## src/rtl/spi_slave_core.sv

```systemverilog
// SPI mode-0 slave endpoint, MSB first, fully oversampled in the clk domain.
// Optional truncated-frame / stray-clock detection on frame_err: define SPI_SLAVE_FRAME_ERR_EN.
module spi_slave_core #(
    parameter int DATA_WIDTH  = 8,
    parameter int SYNC_STAGES = 2
) (
    input  logic                  clk,
    input  logic                  rst,
    input  logic                  sclk,
    input  logic                  cs_n,
    input  logic                  mosi,
    output logic                  miso,
    input  logic [DATA_WIDTH-1:0] tx_data,
    input  logic                  tx_load,
    output logic                  tx_ready,
    output logic [DATA_WIDTH-1:0] rx_data,
    output logic                  rx_valid,
    output logic                  busy,
    output logic                  frame_err
);

    // state     | meaning
    // ST_IDLE   | deselected, miso held 0, waiting for cs_s low
    // ST_ACTIVE | selected, shifting on synchronized sclk edges
    typedef enum logic {ST_IDLE, ST_ACTIVE} state_t;

    localparam int CNT_W = $clog2(DATA_WIDTH);
    localparam logic [CNT_W-1:0] LAST_BIT = CNT_W'(DATA_WIDTH - 1);

    state_t                  state_q, state_d;
    logic [SYNC_STAGES-1:0]  sclk_sync_q, sclk_sync_d;
    logic [SYNC_STAGES-1:0]  cs_sync_q, cs_sync_d;
    logic [SYNC_STAGES-1:0]  mosi_sync_q, mosi_sync_d;
    logic                    sclk_dly_q, sclk_dly_d;
    logic [CNT_W-1:0]        bit_cnt_q, bit_cnt_d;
    logic                    word_done_q, word_done_d;
    logic [DATA_WIDTH-1:0]   rx_shift_q, rx_shift_d;
    logic [DATA_WIDTH-1:0]   tx_shift_q, tx_shift_d;
    logic [DATA_WIDTH-1:0]   tx_buf_q, tx_buf_d;
    logic                    tx_full_q, tx_full_d;
    logic [DATA_WIDTH-1:0]   rx_data_q, rx_data_d;
    logic                    rx_valid_q, rx_valid_d;
`ifdef SPI_SLAVE_FRAME_ERR_EN
    logic                    frame_err_q, frame_err_d;
`endif

    logic                    sclk_s, cs_s, mosi_s;
    logic                    rise, fall;
    logic                    consume;
    logic [DATA_WIDTH-1:0]   tx_word;

    assign sclk_s  = sclk_sync_q[SYNC_STAGES-1];
    assign cs_s    = cs_sync_q[SYNC_STAGES-1];
    assign mosi_s  = mosi_sync_q[SYNC_STAGES-1];
    assign rise    = sclk_s & ~sclk_dly_q;
    assign fall    = ~sclk_s & sclk_dly_q;
    assign tx_word = tx_full_q ? tx_buf_q : '0;

    always_comb begin
        sclk_sync_d = {sclk_sync_q[SYNC_STAGES-2:0], sclk};
        cs_sync_d   = {cs_sync_q[SYNC_STAGES-2:0], cs_n};
        mosi_sync_d = {mosi_sync_q[SYNC_STAGES-2:0], mosi};
        sclk_dly_d  = sclk_s;
        state_d     = state_q;
        bit_cnt_d   = bit_cnt_q;
        word_done_d = word_done_q;
        rx_shift_d  = rx_shift_q;
        tx_shift_d  = tx_shift_q;
        rx_data_d   = rx_data_q;
        rx_valid_d  = 1'b0;
        consume     = 1'b0;
`ifdef SPI_SLAVE_FRAME_ERR_EN
        frame_err_d = 1'b0;
`endif

        case (state_q)
            ST_IDLE: begin
                if (!cs_s) begin
                    state_d     = ST_ACTIVE;
                    bit_cnt_d   = '0;
                    word_done_d = 1'b0;
                    rx_shift_d  = '0;
                    tx_shift_d  = tx_word;
                    consume     = 1'b1;
                end
`ifdef SPI_SLAVE_FRAME_ERR_EN
                if (cs_s && rise) frame_err_d = 1'b1;
`endif
            end
            ST_ACTIVE: begin
                // Deselect has priority over a coincident sclk edge.
                if (cs_s) begin
                    state_d     = ST_IDLE;
                    bit_cnt_d   = '0;
                    word_done_d = 1'b0;
                    rx_shift_d  = '0;
`ifdef SPI_SLAVE_FRAME_ERR_EN
                    if (bit_cnt_q != '0) frame_err_d = 1'b1;
`endif
                end else begin
                    if (rise) begin
                        rx_shift_d = {rx_shift_q[DATA_WIDTH-2:0], mosi_s};
                        if (bit_cnt_q == LAST_BIT) begin
                            rx_data_d   = {rx_shift_q[DATA_WIDTH-2:0], mosi_s};
                            rx_valid_d  = 1'b1;
                            bit_cnt_d   = '0;
                            word_done_d = 1'b1;
                        end else begin
                            bit_cnt_d = bit_cnt_q + 1'b1;
                        end
                    end
                    if (fall) begin
                        if (word_done_q) begin
                            tx_shift_d  = tx_word;
                            consume     = 1'b1;
                            word_done_d = 1'b0;
                        end else begin
                            tx_shift_d = {tx_shift_q[DATA_WIDTH-2:0], 1'b0};
                        end
                    end
                end
            end
            default: state_d = ST_IDLE;
        endcase

        // A load into an empty buffer survives a same-cycle consume (which saw zeros).
        tx_buf_d  = tx_buf_q;
        tx_full_d = tx_full_q;
        if (tx_load && !tx_full_q) begin
            tx_buf_d  = tx_data;
            tx_full_d = 1'b1;
        end else if (consume) begin
            tx_full_d = 1'b0;
        end
    end

    always_ff @(posedge clk) begin
        if (rst) begin
            state_q     <= ST_IDLE;
            sclk_sync_q <= '0;
            cs_sync_q   <= '1;
            mosi_sync_q <= '0;
            sclk_dly_q  <= 1'b0;
            bit_cnt_q   <= '0;
            word_done_q <= 1'b0;
            rx_shift_q  <= '0;
            tx_shift_q  <= '0;
            tx_buf_q    <= '0;
            tx_full_q   <= 1'b0;
            rx_data_q   <= '0;
            rx_valid_q  <= 1'b0;
`ifdef SPI_SLAVE_FRAME_ERR_EN
            frame_err_q <= 1'b0;
`endif
        end else begin
            state_q     <= state_d;
            sclk_sync_q <= sclk_sync_d;
            cs_sync_q   <= cs_sync_d;
            mosi_sync_q <= mosi_sync_d;
            sclk_dly_q  <= sclk_dly_d;
            bit_cnt_q   <= bit_cnt_d;
            word_done_q <= word_done_d;
            rx_shift_q  <= rx_shift_d;
            tx_shift_q  <= tx_shift_d;
            tx_buf_q    <= tx_buf_d;
            tx_full_q   <= tx_full_d;
            rx_data_q   <= rx_data_d;
            rx_valid_q  <= rx_valid_d;
`ifdef SPI_SLAVE_FRAME_ERR_EN
            frame_err_q <= frame_err_d;
`endif
        end
    end

    assign miso     = (state_q == ST_ACTIVE) & tx_shift_q[DATA_WIDTH-1];
    assign busy     = (state_q == ST_ACTIVE);
    assign tx_ready = ~tx_full_q;
    assign rx_data  = rx_data_q;
    assign rx_valid = rx_valid_q;
`ifdef SPI_SLAVE_FRAME_ERR_EN
    assign frame_err = frame_err_q;
`else
    assign frame_err = 1'b0;
`endif

endmodule

```

## config.mk

```make
export PLATFORM = sky130hd
export DESIGN_NAME = spi_slave_core
export DESIGN_NICKNAME = d
export VERILOG_FILES = /design/src/rtl/spi_slave_core.sv
export SDC_FILE = /design/constraint.sdc
export NUM_CORES = 1
export LEC_CHECK = 0
export CORE_AREA = 4 4 75 77
export DETAILED_ROUTE_END_ITERATION = 8
export DIE_AREA = 0 0 79 81
export MAX_ROUTING_LAYER = met4
export REMOVE_ABC_BUFFERS = 1
export SLEW_MARGIN = 25
export SYNTH_ARGS = -nofsm -noshare
export SYNTH_HDL_FRONTEND = slang
export SYNTH_SLANG_ARGS = --single-unit
```

## constraint.sdc

```tcl
create_clock -name clk -period 4.04 [get_ports clk]
set_clock_uncertainty 0.1 [all_clocks]
set_input_delay 0.808 -clock clk [delete_from_list [all_inputs] [get_ports clk]]
set_output_delay 0.808 -clock clk [all_outputs]
set_load 0.02 [all_outputs]
```

==> results of run 1 <==
-- layout by cell type, fill, tap and decap left out --
| master | count |
|---|---|
| sky130_fd_sc_hd__ha_1 | 2 |
| sky130_fd_sc_hd__o32ai_1 | 2 |
| sky130_fd_sc_hd__a21oi_2 | 2 |
| sky130_fd_sc_hd__clkinv_2 | 1 |
| sky130_fd_sc_hd__a31oi_1 | 7 |
| sky130_fd_sc_hd__clkbuf_8 | 6 |
| sky130_fd_sc_hd__a311oi_1 | 1 |
| sky130_fd_sc_hd__nor2b_1 | 16 |
| sky130_fd_sc_hd__a21oi_1 | 1 |
| sky130_fd_sc_hd__a311o_1 | 7 |
| sky130_fd_sc_hd__clkinv_4 | 1 |
| sky130_fd_sc_hd__or2_2 | 3 |
| sky130_fd_sc_hd__o21ai_0 | 1 |
| sky130_fd_sc_hd__mux2i_1 | 18 |
| sky130_fd_sc_hd__and2b_4 | 1 |
| sky130_fd_sc_hd__nand2_1 | 2 |
| sky130_fd_sc_hd__buf_4 | 1 |
| sky130_fd_sc_hd__clkdlybuf4s50_1 | 25 |
| sky130_fd_sc_hd__inv_1 | 11 |
| sky130_fd_sc_hd__a211oi_1 | 1 |
| sky130_fd_sc_hd__and2_1 | 1 |
| sky130_fd_sc_hd__dfxtp_1 | 45 |
| sky130_fd_sc_hd__nand4b_1 | 1 |
| sky130_fd_sc_hd__nor2_1 | 10 |
| sky130_fd_sc_hd__nand3_1 | 13 |
| sky130_fd_sc_hd__or4b_1 | 1 |
| sky130_fd_sc_hd__and3_1 | 1 |
| sky130_fd_sc_hd__nand2b_1 | 23 |
| sky130_fd_sc_hd__conb_1 | 1 |
| sky130_fd_sc_hd__o22ai_1 | 7 |
-- per-layer routing --
metal	vias up	global-route usage	routed length (um)
li1	693	-	-
met1	583	0.144	1700
met2	20	0.178	1360
met3	6	0.0299	125
met4	0	0.0515	75
met5	-	-	0
-- sequential cells by signal (all words and copies together), names as in the netlist --
| register | cells |
|---|---|
| cs_sync_q | 2 |
| sclk_sync_q | 2 |
| tx_full_q | 1 |
| rx_valid | 1 |
| sclk_dly_q | 1 |
| tx_buf_q | 8 |
| word_done_q | 1 |
| rx_data | 8 |
| rx_shift_q | 7 |
| busy | 1 |
| tx_shift_q | 8 |
| bit_cnt_q | 3 |
| mosi_sync_q | 2 |
-- metrics by stage --
step | power [mW] | setup WS (ns)
2_1_floorplan | 0.508 | 2.12
3_3_place_gp | 0.537 | 1.45
3_5_place_dp | 0.537 | 1.38
4_1_cts | 0.825 | 1.29
5_1_grt | 0.855 | 1.19
6_report | 0.813 | 1.29
-- path summary, 6_finish.rpt --
kind / startpoint / to / slack (ns) / cells after the start
setup / recovery: busy$_SDFF_PP0_ / miso / 1.29 / 2
hold / removal: cs_sync_q[0]$_SDFF_PP1_ / cs_sync_q[1]$_SDFF_PP1_ / 0.32 / 1
setup reg to reg: busy$_SDFF_PP0_ / rx_data[2]$_SDFFE_PP0P_ / 2.10 / 3
hold reg to reg: cs_sync_q[0]$_SDFF_PP1_ / cs_sync_q[1]$_SDFF_PP1_ / 0.32 / 1
-- report_power, final --
part | total (mW) | internal, mW | switching (mW)
sequential | 0.467 | 0.456 | 0.0109
combinational | 0.0600 | 0.0334 | 0.0266
clock | 0.286 | 0.139 | 0.147
-- cell families after synthesis --
kind of cell | after synthesis | share of synthesized area
flip-flops | 45 | 0.487
buffers and inverters | 25 | 0.0581
multiplexers | 18 | 0.0974
adder cells (fa/ha/maj) | 2 | 0.0135
AND/OR/NAND/NOR | 72 | 0.224
other | 1 | 0.00203
AO/OA/AOI/OAI | 29 | 0.118
-- layout make-up --
class,count,area (um^2)
tap,70,87.6
inverter,11,41.3
timing repair buffer,26,258
fill,509,2780
multi-input combinational,122,842
clock inverter,2,13.8
clock buffer,6,82.6
sequential,45,901
==> Implementation_results.wiki, run 1 <==
{| class="wikitable"
! Metric !! Value
|-
| Outcome || complete, no violations
|-
| Synthesized area divided by synthesized cell count || 9.64 um^2
|-
| Slowest cell on the critical path || sky130_fd_sc_hd__dfxtp_1
|-
| Pins over their slew limit || 0
|-
| Max VDD drop || 0.155 mV
|-
| Synth top area cells || sky130_fd_sc_hd__dfxtp_1 49%, sky130_fd_sc_hd__mux2i_1 9.7%, sky130_fd_sc_hd__nand2b_1 7.8%
|-
| Effective utilization at floorplan || 0.369
|-
| Crit-path max cell delay || 0.74 ns
|-
| Number of enable-type register cells in the synthesized netlist || 0
|-
| Count of boundary I/O pins || 27
|-
| Max clock buf depth || 2
|-
| Area overhead of the layout relative to synthesis || 20.3%
|-
| Family with the most delay on the worst path || flip-flops
|-
| Unrepaired setup endpoints after global routing || false
|-
| WP data arrival || 1.84 ns
|-
| Register bit count reported by yosys || 45
|-
| Detailed-routing iteration count for the pre-antenna-repair pass || 4
|-
| Row count || 26
|-
| Cells after synthesis || 192
|-
| Kind of critical path || reg2out
|-
| Final-layout worst hold slack || 0.320 ns
|-
| Cts-stage hold buffer count || 0
|-
| Die outline width || 79 um
|-
| CTS tree || built
|-
| Routability-driven placement congestion ratio || 0.682
|-
| Dpl cells || 274
|-
| Die ar. || 6400 um^2
|-
| Maximum number of pins on one net before global-route repair || 27
|-
| Hold violation total from the final report || 0
|-
| Most common cell in the synthesized netlist || sky130_fd_sc_hd__dfxtp_1
|-
| Crit path capture type || primary output
|-
| Count of nets after finishing || 227
|-
| GR Util All Layers || 0.116
|-
| Post-detailed-placement half-perimeter wirelength || 2.15 mm
|-
| Pwr dens || 365 nW/um^2
|-
| Synth unique cells || 28
|-
| Post-route ant nets || 0
|-
| Aggregate negative setup slack || 0 ns
|-
| Drt wl/cell || 11.6 um
|-
| Core Region || 5010 um^2
|-
| Clock Pin Slew Worst Setup and Hold Paths || 0.08 ns
|-
| Overflow after GRT || 0
|-
| Ratio of final minimum period to clock period || 0.681
|-
| TritonCTS buffer count || 5
|-
| Commonest cells post-synth || 45 x sky130_fd_sc_hd__dfxtp_1, 23 x sky130_fd_sc_hd__nand2b_1, 18 x sky130_fd_sc_hd__mux2i_1
|-
| Total Wirelength || 3.27 mm
|-
| Worst min path class || reg2reg
|-
| H-Tree Depth || 2
|-
| Crit start category || register
|-
| Area share of the leading cell type in the synthesized netlist || 0.487
|-
| Number of buffer and inverter stages on the critical path || 1
|-
| Static leakage power || 0.747 nW
|-
| Routed vias/inst || 4.62
|-
| Proportion of synthesized flip-flops having asynchronous set or reset || 0
|-
| Clock root buffer || sky130_fd_sc_hd__clkbuf_8
|-
| Post-synthesis cell area || 1850 um^2
|-
| Placement Cell Area || 2130 um^2
|-
| Diode insertion count for antenna repair || 0
|-
| Slew Limit Headroom || 0.421
|-
| Worst-path maximum fanout || 19
|-
| Synthesis Warnings || 0
|-
| Core utilization of the finished layout || 0.444
|-
| Via total after detailed routing || 1302
|-
| Iteration-0 DRC Markers || 88
|-
| Transition time at the pin with the least slew margin || 0.866 ns
|-
| Max-capacitance violation count || 0
|-
| First-pass GRT wire length || 5.74 mm
|-
| Post-CTS setup buffer count || 0
|-
| Library cell with the largest summed area after synthesis || sky130_fd_sc_hd__dfxtp_1
|-
| Part of the Yosys area used for sequential elements || 0.487
|-
| Number of antenna violations at the first check in global routing || 0
|-
| Number of input and output port buffers inserted || 25
|-
| Total number of clock tree sinks || 45
|-
| Critical-path cell list || and2_1 > clkdlybuf4s50_1
|-
| Number of global-route vias before repair || 1240
|-
| Number of setup violations in the final report || 0
|-
| Post-cts gate resize count || 0
|-
| Summed area of non-filler cells in the final layout || 2230 um^2
|-
| Minimum clock period after layout || 2.75 ns
|-
| Clock latency reported for the late side of the worst-skew pair || 0.30 ns
|-
| Cell Count, Final, Fillers Out || 282
|-
| Most used flip-flop cell after synthesis || sky130_fd_sc_hd__dfxtp_1
|-
| Die outline height || 81 um
|-
| Share of post-route cells with drive strength above 1 || 0.0708
|-
| Highest attainable clock frequency || 0.364 GHz
|-
| Post-route DRC violation count || 0
|-
| Crit path required time || 3.13 ns
|}
Note: power is estimated with default switching activity, not from simulation.
==> run 2: changes to the inputs <==
- clock period: 4.04 -> 2.6 ns (I/O delays scaled with it)
==> run 2 against run 1 <==
Compared with the run above: power grew 63%; sequential share of layout area is 0.54 points lower; core utilization grew 0.60 points; non-clock buffer count up 3; routed wire length is 0.67% lower; final area grew 1.3%; combinational power grew 65%; sequential power up 55%; critical path type unchanged.
==> Implementation_results.wiki, run 2 (synthesis results as in run 1) <==
{| class="wikitable"
! Metric !! Value
|-
| Worst min-delay path endpoint || cs_sync_q[1]$_SDFF_PP1_
|-
| Ratio of final minimum period to clock period || 0.802
|-
| Outcome || complete, no violations
|-
| Number of antenna violations at the first check in global routing || 0 (unchanged)
|-
| Routability-driven placement congestion ratio || 0.737 (+8.2%)
|-
| Switching Power || 0.282 mW (+52%)
|-
| Crit start category || register
|-
| Total number of clock tree sinks || 45 (unchanged)
|-
| Core Region || 5010 um^2 (unchanged)
|-
| Number of input and output port buffers inserted || 25 (unchanged)
|-
| Worst-path maximum fanout || 12 (-7)
|-
| Minimum clock period after layout || 2.08 ns
|-
| Iteration-0 DRC Markers || 67 (-24%)
|-
| Reg-to-reg endpoint || rx_data[2]$_SDFFE_PP0P_
|-
| Count of nets after finishing || 230 (+1.3%)
|-
| Relative contribution of the clock network to total power || 0.380 (+0.028)
|-
| GR Util All Layers || 0.113 (-0.00292)
|-
| Die ar. || 6400 um^2 (unchanged)
|-
| Highest attainable clock frequency || 0.480 GHz
|-
| Startpoint of the worst hold path || cs_sync_q[0]$_SDFF_PP1_
|-
| Number of global-route vias before repair || 1279 (+3.1%)
|-
| Die outline height || 81 um (unchanged)
|-
| Multi-input gate area || 842 um^2 (unchanged)
|-
| Clock root buffer || sky130_fd_sc_hd__clkbuf_8
|-
| Max-capacitance violation count || 0 (unchanged)
|-
| Count of boundary I/O pins || 27 (unchanged)
|-
| Number of setup violations in the final report || 0 (unchanged)
|-
| Area overhead of the layout relative to synthesis || 21.9%
|-
| Total Wirelength || 3.25 mm (-0.67%)
|-
| Static leakage power || 0.765 nW (+2.4%)
|-
| Comb pwr share || 0.075 (about the same)
|-
| Detailed-routing iteration count for the pre-antenna-repair pass || 4 (unchanged)
|-
| Post-route ant nets || 0 (unchanged)
|-
| Via total after detailed routing || 1359 (+4.4%)
|-
| TritonCTS buffer count || 5 (unchanged)
|-
| Crit path capture type || primary output
|-
| H-Tree Depth || 2 (unchanged)
|-
| Share of post-route cells with drive strength above 1 || 0.0794 (+0.00868)
|-
| Commonest non-fill, non-tap cells in the layout || 45 x sky130_fd_sc_hd__dfxtp_1, 25 x sky130_fd_sc_hd__clkdlybuf4s50_1, 23 x sky130_fd_sc_hd__nand2b_1
|-
| First-pass GRT wire length || 5.62 mm (-2.2%)
|-
| Clock latency reported for the late side of the worst-skew pair || 0.29 ns (about the same)
|-
| Pwr dens || 587 nW/um^2 (+61%)
|-
| Worst-case reg-to-reg path depth || 4 (+1)
|-
| Hold Path Stages || 1 (unchanged)
|-
| Post-cts gate resize count || 0 (unchanged)
|-
| Max VDD drop || 0.256 mV (+65%)
|-
| Unrepaired setup endpoints after global routing || false
|-
| Post-CTS setup buffer count || 0 (unchanged)
|-
| Aggregate negative setup slack || 0 ns (unchanged)
|-
| Worst min path class || reg2reg
|-
| Drt wl/cell || 11.4 um (-1.4%)
|-
| Effective utilization at floorplan || 0.369 (unchanged)
|-
| Internal cell power || 1.04 mW (+66%)
|-
| Die outline width || 79 um (unchanged)
|-
| Maximum number of pins on one net before global-route repair || 38 (+41%)
|-
| Routed vias/inst || 4.79 (+3.6%)
|-
| Post-route DRC violation count || 0 (unchanged)
|-
| Layout fillers || 514 (+0.98%)
|-
| Diode insertion count for antenna repair || 0 (unchanged)
|-
| Part of the total power dissipated in sequential elements || 0.546 (-0.028)
|-
| Crit path required time || 1.98 ns (-1.15 ns)
|-
| Post-detailed-placement half-perimeter wirelength || 2.18 mm (+1.6%)
|-
| Overflow after GRT || 0 (unchanged)
|-
| Clock Pin Slew Worst Setup and Hold Paths || 0.08 ns (about the same)
|-
| Cts-stage hold buffer count || 0 (unchanged)
|-
| WP data arrival || 1.46 ns (-0.38 ns)
|-
| Hold violation total from the final report || 0 (unchanged)
|-
| CTS tree || built
|-
| Switching share of power || 0.213 (-0.0146)
|-
| Sequential standard cell area || 901 um^2 (unchanged)
|-
| Register-to-register path setup slack || 0.93 ns (-1.17 ns)
|-
| Max clock buf depth || 2 (unchanged)
|-
| Kind of critical path || reg2out
|-
| Startpoint of the lowest-slack register-to-register path || busy$_SDFF_PP0_
|-
| Pins over their slew limit || 0 (unchanged)
|-
| Most common cell after layout, fill and taps aside || sky130_fd_sc_hd__dfxtp_1
|-
| Row count || 26 (unchanged)
|-
| Final-layout worst hold slack || 0.314 ns (-0.00611 ns)
|}
[run 2: changes by cell type in the layout (fill, tap and decap cells not counted)]
| cell | before | now |
|---|---|---|
| sky130_fd_sc_hd__bufinv_16 | 0 | 1 |
| sky130_fd_sc_hd__clkbuf_8 | 6 | 5 |
| sky130_fd_sc_hd__clkinv_4 | 1 | 0 |
| sky130_fd_sc_hd__buf_4 | 1 | 4 |
[run 2: power groups by stage]
| stage | registers (mW) | clock network [mW] | logic [mW] |
|---|---|---|---|
| finish | 0.723 | 0.503 | 0.0987 |
| global route | 0.726 | 0.546 | 0.109 |
| CTS | 0.723 | 0.519 | 0.100 |
| detailed placement | 0.739 | 0 | 0.0995 |
| global placement | 0.739 | 0 | 0.0985 |
| floorplan | 0.736 | 0 | 0.0533 |
[run 2: metrics by stage]
| stage | setup WS, ns | cells | area [um^2] | power, mW | utilization |
|---|---|---|---|---|---|
| CTS | 0.495 | 284 | 2260 | 1.34 | 0.450 |
| detailed placement | 0.674 | 277 | 2150 | 0.838 | 0.430 |
| finish | 0.516 | 284 | 2260 | 1.32 | 0.450 |
| floorplan | 0.863 | 178 | 1780 | 0.790 | - |
| global placement | 0.706 | 277 | 2150 | 0.837 | 0.430 |
| global route | 0.429 | 284 | 2260 | 1.38 | 0.450 |
[run 2: cell type report]
| cell class | count | area share |
|---|---|---|
| sequential | 45 | 0.399 |
| multi-input combinational | 122 | 0.373 |
| timing repair buffer | 29 | 0.124 |
| tap | 70 | 0.0388 |
| clock buffer | 5 | 0.0305 |
| inverter | 11 | 0.0183 |
| clock inverter | 2 | 0.0155 |
[run 2: worst max-delay path, cell delays in order, from the launching register on]
cell,delay [ns]
sky130_fd_sc_hd__dfxtp_1,0.56
sky130_fd_sc_hd__inv_1,0.07
sky130_fd_sc_hd__clkdlybuf4s50_1,0.54
[run 2: how the worst max path moves through the flow]
stage | startpoint | endpoint | slack [ns]
after CTS | tx_full_q$_SDFFE_PP0P_ | tx_ready | 0.49
after detailed placement | rst | bit_cnt_q[0]$_SDFFE_PP0P_ | 0.67
after global routing | tx_full_q$_SDFFE_PP0P_ | tx_ready | 0.43
after floorplan | busy$_SDFF_PP0_ | rx_data[0]$_SDFFE_PP0P_ | 0.86
after global placement | rst | bit_cnt_q[0]$_SDFFE_PP0P_ | 0.71
final | tx_full_q$_SDFFE_PP0P_ | tx_ready | 0.52
[run 2: per-layer routing]
layer | part of all wire | global-route usage | vias up | wire length (um)
met5 | 0 | - | - | 0
li1 | - | - | 698 | -
met2 | 0.45 | 0.179 | 26 | 1480
met4 | 0.022 | 0.0515 | 0 | 70
met3 | 0.040 | 0.0299 | 6 | 131
met1 | 0.48 | 0.134 | 629 | 1570
==> run 3: changes to the inputs <==
- clock period: 2.6 -> 2 ns (I/O delays scaled with it)
==> run 3 against run 2 <==
Compared with the run above: sequential share of layout area is 0.37 points lower; flip-flop and latch count unchanged; final area up 0.94%; clock power up 12%; highest routed layer unchanged.
==> Implementation_results.wiki, run 3 (synthesis results as in run 1) <==
{| class="wikitable"
! Metric !! Value
|-
| Count of nets after finishing || 233 (+1.3%)
|-
| Max VDD drop || 0.313 mV (+23%)
|-
| Diode insertion count for antenna repair || 0 (unchanged)
|-
| Unrepaired setup endpoints after global routing || false
|-
| Summed area of non-filler cells in the final layout || 2280 um^2 (+0.94%)
|-
| Cell Count, Final, Fillers Out || 287 (+1.1%)
|-
| Die outline height || 81 um (unchanged)
|-
| Commonest non-fill, non-tap cells in the layout || 45 x sky130_fd_sc_hd__dfxtp_1, 25 x sky130_fd_sc_hd__clkdlybuf4s50_1, 23 x sky130_fd_sc_hd__nand2b_1
|-
| Post-cts gate resize count || 0 (unchanged)
|-
| Most common cell after layout, fill and taps aside || sky130_fd_sc_hd__dfxtp_1
|-
| Number of input and output port buffers inserted || 25 (unchanged)
|-
| Post-route ant nets || 0 (unchanged)
|-
| Dpl cells || 280 (+1.1%)
|-
| Clock latency reported for the late side of the worst-skew pair || 0.29 ns (about the same)
|-
| Post-CTS setup buffer count || 0 (unchanged)
|-
| Static leakage power || 0.774 nW (+1.1%)
|-
| Share of post-route cells with drive strength above 1 || 0.0922 (+0.0127)
|-
| Switching Power || 0.366 mW (+30%)
|-
| Kind of critical path || reg2out
|-
| Number of antenna violations at the first check in global routing || 0 (unchanged)
|-
| Detailed-routing iteration count for the pre-antenna-repair pass || 4 (unchanged)
|-
| Die outline width || 79 um (unchanged)
|-
| Post-detailed-placement half-perimeter wirelength || 2.27 mm (+3.9%)
|-
| Overall power consumption || 1.64 mW (+24%)
|-
| Crit path capture type || primary output
|-
| CTS tree || built
|-
| Internal cell power || 1.27 mW (+22%)
|-
| Highest attainable clock frequency || 0.533 GHz
|-
| Clock root buffer || sky130_fd_sc_hd__clkbuf_8
|-
| Number of setup violations in the final report || 0 (unchanged)
|-
| Maximum number of pins on one net before global-route repair || 38 (unchanged)
|-
| Routed vias/inst || 4.68 (-2.3%)
|-
| Aggregate negative setup slack || 0 ns (unchanged)
|-
| Relative contribution of the clock network to total power || 0.343 (-0.037)
|-
| TritonCTS buffer count || 5 (unchanged)
|-
| Cts-stage hold buffer count || 0 (unchanged)
|-
| Core Region || 5010 um^2 (unchanged)
|-
| Die ar. || 6400 um^2 (unchanged)
|-
| Pins over their slew limit || 0 (unchanged)
|-
| Worst-path maximum fanout || 3 (-9)
|-
| Part of the total power dissipated in sequential elements || 0.571 (+0.025)
|-
| Clock Pin Slew Worst Setup and Hold Paths || 0.08 ns (about the same)
|-
| Worst min path class || reg2reg
|-
| Iteration-0 DRC Markers || 78 (+16%)
|-
| WP data arrival || 1.38 ns (-0.08 ns)
|-
| Switching share of power || 0.223 (+0.0104)
|-
| Row count || 26 (unchanged)
|-
| Drt wl/cell || 11.5 um (+0.88%)
|-
| Comb pwr share || 0.087 (+0.012)
|-
| Ratio of final minimum period to clock period || 0.938
|-
| Crit path required time || 1.50 ns (-0.48 ns)
|-
| Max-capacitance violation count || 0 (unchanged)
|-
| Count of boundary I/O pins || 27 (unchanged)
|-
| GR Util All Layers || 0.114 (+0.00142)
|-
| Post-route DRC violation count || 0 (unchanged)
|-
| H-Tree Depth || 2 (unchanged)
|-
| Via total after detailed routing || 1342 (-1.3%)
|-
| Outcome || complete, no violations
|-
| First-pass GRT wire length || 5.73 mm (+2.0%)
|-
| Crit start category || register
|-
| Total Wirelength || 3.31 mm (+1.9%)
|-
| Effective utilization at floorplan || 0.369 (unchanged)
|-
| Minimum clock period after layout || 1.88 ns
|-
| Overflow after GRT || 0 (unchanged)
|-
| Number of global-route vias before repair || 1260 (-1.5%)
|-
| Area overhead of the layout relative to synthesis || 23.1%
|-
| Placement Cell Area || 2190 um^2 (+1.6%)
|-
| Hold violation total from the final report || 0 (unchanged)
|-
| Max clock buf depth || 2 (unchanged)
|-
| Total number of clock tree sinks || 45 (unchanged)
|-
| Pwr dens || 719 nW/um^2 (+23%)
|-
| Routability-driven placement congestion ratio || 0.756 (+2.5%)
|}
==> run 3: cell count changes in the layout (fill, tap and decap cells not counted), sizes merged <==
cell / delta
clkbuf: +1
bufinv: -1
clkinv: -1
buf: +3
clkinvlp: +1
==> run 3: layout make-up <==
class,instances,area [um^2]
tap,70,87.6
fill,515,2730
sequential,45,901
timing repair buffer,32,315
clock inverter,1,7.51
inverter,11,41.3
clock buffer,6,82.6
multi-input combinational,122,842
==> run 3: stage by stage <==
stage	hold WS (ns)	utilization	setup slack, ns
2_1_floorplan	0.289	-	0.263
3_3_place_gp	0.300	0.437	0.262
3_5_place_dp	0.302	0.437	0.247
4_1_cts	0.321	0.455	0.105
5_1_grt	0.351	0.455	0.0539
6_report	0.318	0.455	0.123
==> run 3: final timing paths <==
check | slack (ns) | end | cells after the start | startpoint
worst max-delay path | 0.12 | miso | 2 | busy$_SDFF_PP0_
worst max register to register | 0.32 | rx_data[1]$_SDFFE_PP0P_ | 4 | busy$_SDFF_PP0_
worst min register to register | 0.32 | cs_sync_q[1]$_SDFF_PP1_ | 1 | cs_sync_q[0]$_SDFF_PP1_
worst min-delay path | 0.32 | cs_sync_q[1]$_SDFF_PP1_ | 1 | cs_sync_q[0]$_SDFF_PP1_
==> run 3: critical path, cell delays in order (launching register included) <==
cell,delay (ns)
sky130_fd_sc_hd__dfxtp_1,0.36
sky130_fd_sc_hd__and2_1,0.13
sky130_fd_sc_hd__clkdlybuf4s50_1,0.60
==> run 3: power by group through the flow <==
stage                     combinational, mW  clock [mW]  sequential, mW
after detailed placement              0.142           0           0.955
final                                 0.142       0.561           0.934
after CTS                             0.143       0.587           0.934
after global routing                  0.156       0.613           0.938
after global placement                0.142           0           0.954
after floorplan                      0.0693           0           0.957
==> run 3: routing by layer <==
metal | track usage | vias up | part of all wire
met5 | - | - | 0
met4 | 0.0464 | 0 | 0.015
met3 | 0.0299 | 4 | 0.025
met2 | 0.171 | 18 | 0.44
met1 | 0.147 | 612 | 0.52
li1 | - | 708 | -
==> patch: new RTL, flow settings as in run 3 <==
Build with the macro `SPI_SLAVE_FRAME_ERR_EN` defined.
--- a/src/rtl/spi_slave_core.sv
+++ b/src/rtl/spi_slave_core.sv
@@ -2,2 +2,4 @@
 // Optional truncated-frame / stray-clock detection on frame_err: define SPI_SLAVE_FRAME_ERR_EN.
+`define SPI_SLAVE_FRAME_ERR_EN
+
 module spi_slave_core #(
Function: changed (a bounded check fails within 4 cycles, from zero or initial values and one cycle with rst high).
==> patch against run 3 <==
Sequential cell count is 1 higher. Design area down 2.5%. Register-to-register slack better by 0.16 ns. Die area unchanged. Total power increased by 1.3%. Non-clock buffer count up 1. Worst setup slack improved by 0.017 ns. Wire length fell by 2.0%. Sequential share of layout area rose by 1.9 points. Synthesized area is 3.0% lower. Hold slack better by 0.0021 ns. Largest power group unchanged.
==> patch: results <==
[run]
drv_cap = 0

[cts]
cts_root_buffer = "clkbuf_8"
path_clk_slew_ns = 0.08
postCtsSetupBuffers = 0
cts_buffers = 5
htreeDepth = 2

[logic_synthesis]
synth.distinct_cells = 32
seq_area_frac_synth_pct = 51.29
syn_avg_cell_area_um2 = 9.920
synth_area_leaders = "dfxtp_1 (51%), mux2i_1 (9.5%), nand2_1 (5.6%)"
synth_flop_cell = "dfxtp_1"
async_reset_ff_share_pct = 0
yosysWarnings = 0
synth_common_cells = "dfxtp_1 (46), nand2_1 (27), mux2i_1 (17), nor2_1 (13)"

[placed_design]
placed_cells = 273
dp_hpwl_um = 2300
io_buffers = 26
placed_area_um2 = 2130
place_congestion = 0.7714

[run_status]
status = "finished, final reports clean"

[layout]
layout.cells.non_filler = 281
drive_gt1_share_pct = 10.90
diodes = 0
fin_nets = 227
fillers = 521

[power]
irDropWorstVdd_v = 0.0003387
internal-power_mw = 1.289
p_leak_nw = 0.7879

[hold_path]
hold_class = "reg -> reg"

[global_routing]
antenna_found_initial = 0
globalRouteTotalUtil_pct = 11.53
grt_pass1_vias = 1196
grt_pass1_wl_um = 5595
grt_max_degree = 23

[detailed_routing]
postRouteAntennaNets = 0
vias = 1303
wl_per_cell_um = 11.54
drc_errors = 0
drt_iter0_markers = 70
first_pass_iters = 4

[setup_path]
arrival_ns = 1.36
crit_slowest_cell = "clkdlybuf4s50_1"
critPathMaxStageDelay_ns = 0.59
critical_path.max_fanout = 3
patch: power groups by stage:
stage	sequential [mW]	combinational, mW	clock, mW
4_1_cts	0.957	0.133	0.596
5_1_grt	0.961	0.146	0.637
3_3_place_gp	0.978	0.134	0
6_report	0.956	0.132	0.571
2_1_floorplan	0.980	0.0630	0
3_5_place_dp	0.978	0.133	0
patch: cell type report:
class	instances	area, um2	share of cell area, %
Sequential cell	46	920.9	41.46
Tap cell	70	87.58	3.944
Clock inverter	1	5.005	0.2254
Multi-Input combinational cell	119	789.5	35.55
Clock buffer	7	86.33	3.887
Inverter	5	18.77	0.8451
Timing Repair Buffer	33	312.8	14.08
patch: stage by stage:
step                setup slack, ns  util (%)
finish                       0.1400     44.33
global route                0.05649     44.33
CTS                          0.1147     44.33
detailed placement           0.2127     42.51
global placement             0.2326     42.51
floorplan                    0.5293         -
patch: final timing paths:
| kind | start | end | slack [ns] | cells past startpoint |
|---|---|---|---|---|
| worst max-delay path | busy | miso | 0.14 | 2 |
| worst max register to register | bit_cnt_q[0] | rx_data[0] | 0.48 | 5 |
| worst min register to register | cs_sync_q[0] | cs_sync_q[1] | 0.32 | 1 |
| worst min-delay path | cs_sync_q[0] | cs_sync_q[1] | 0.32 | 1 |
patch: cell families after synthesis:
family | after synthesis | synth area share (%)
adders and majority gates | 3 | 2.091
DFF | 46 | 51.29
and+or+nand+nor | 76 | 21.47
muxes | 17 | 9.477
buffers and inverters | 16 | 4.739
AOI/OAI and AO/OA | 23 | 10.94
patch: critical path, delay by kind of cell, from the launching register on:
family                 cells  cell delay [ns]
buffers and inverters      1             0.59
and+or+nand+nor            1             0.13
DFF                        1             0.35
patch: per-layer routing:
layer | routed length [um] | track usage [%]
met1 | 1661 | 15.56
met2 | 1379 | 15.66
met3 | 123 | 2.993
met4 | 77 | 6.186
met5 | 0 | -
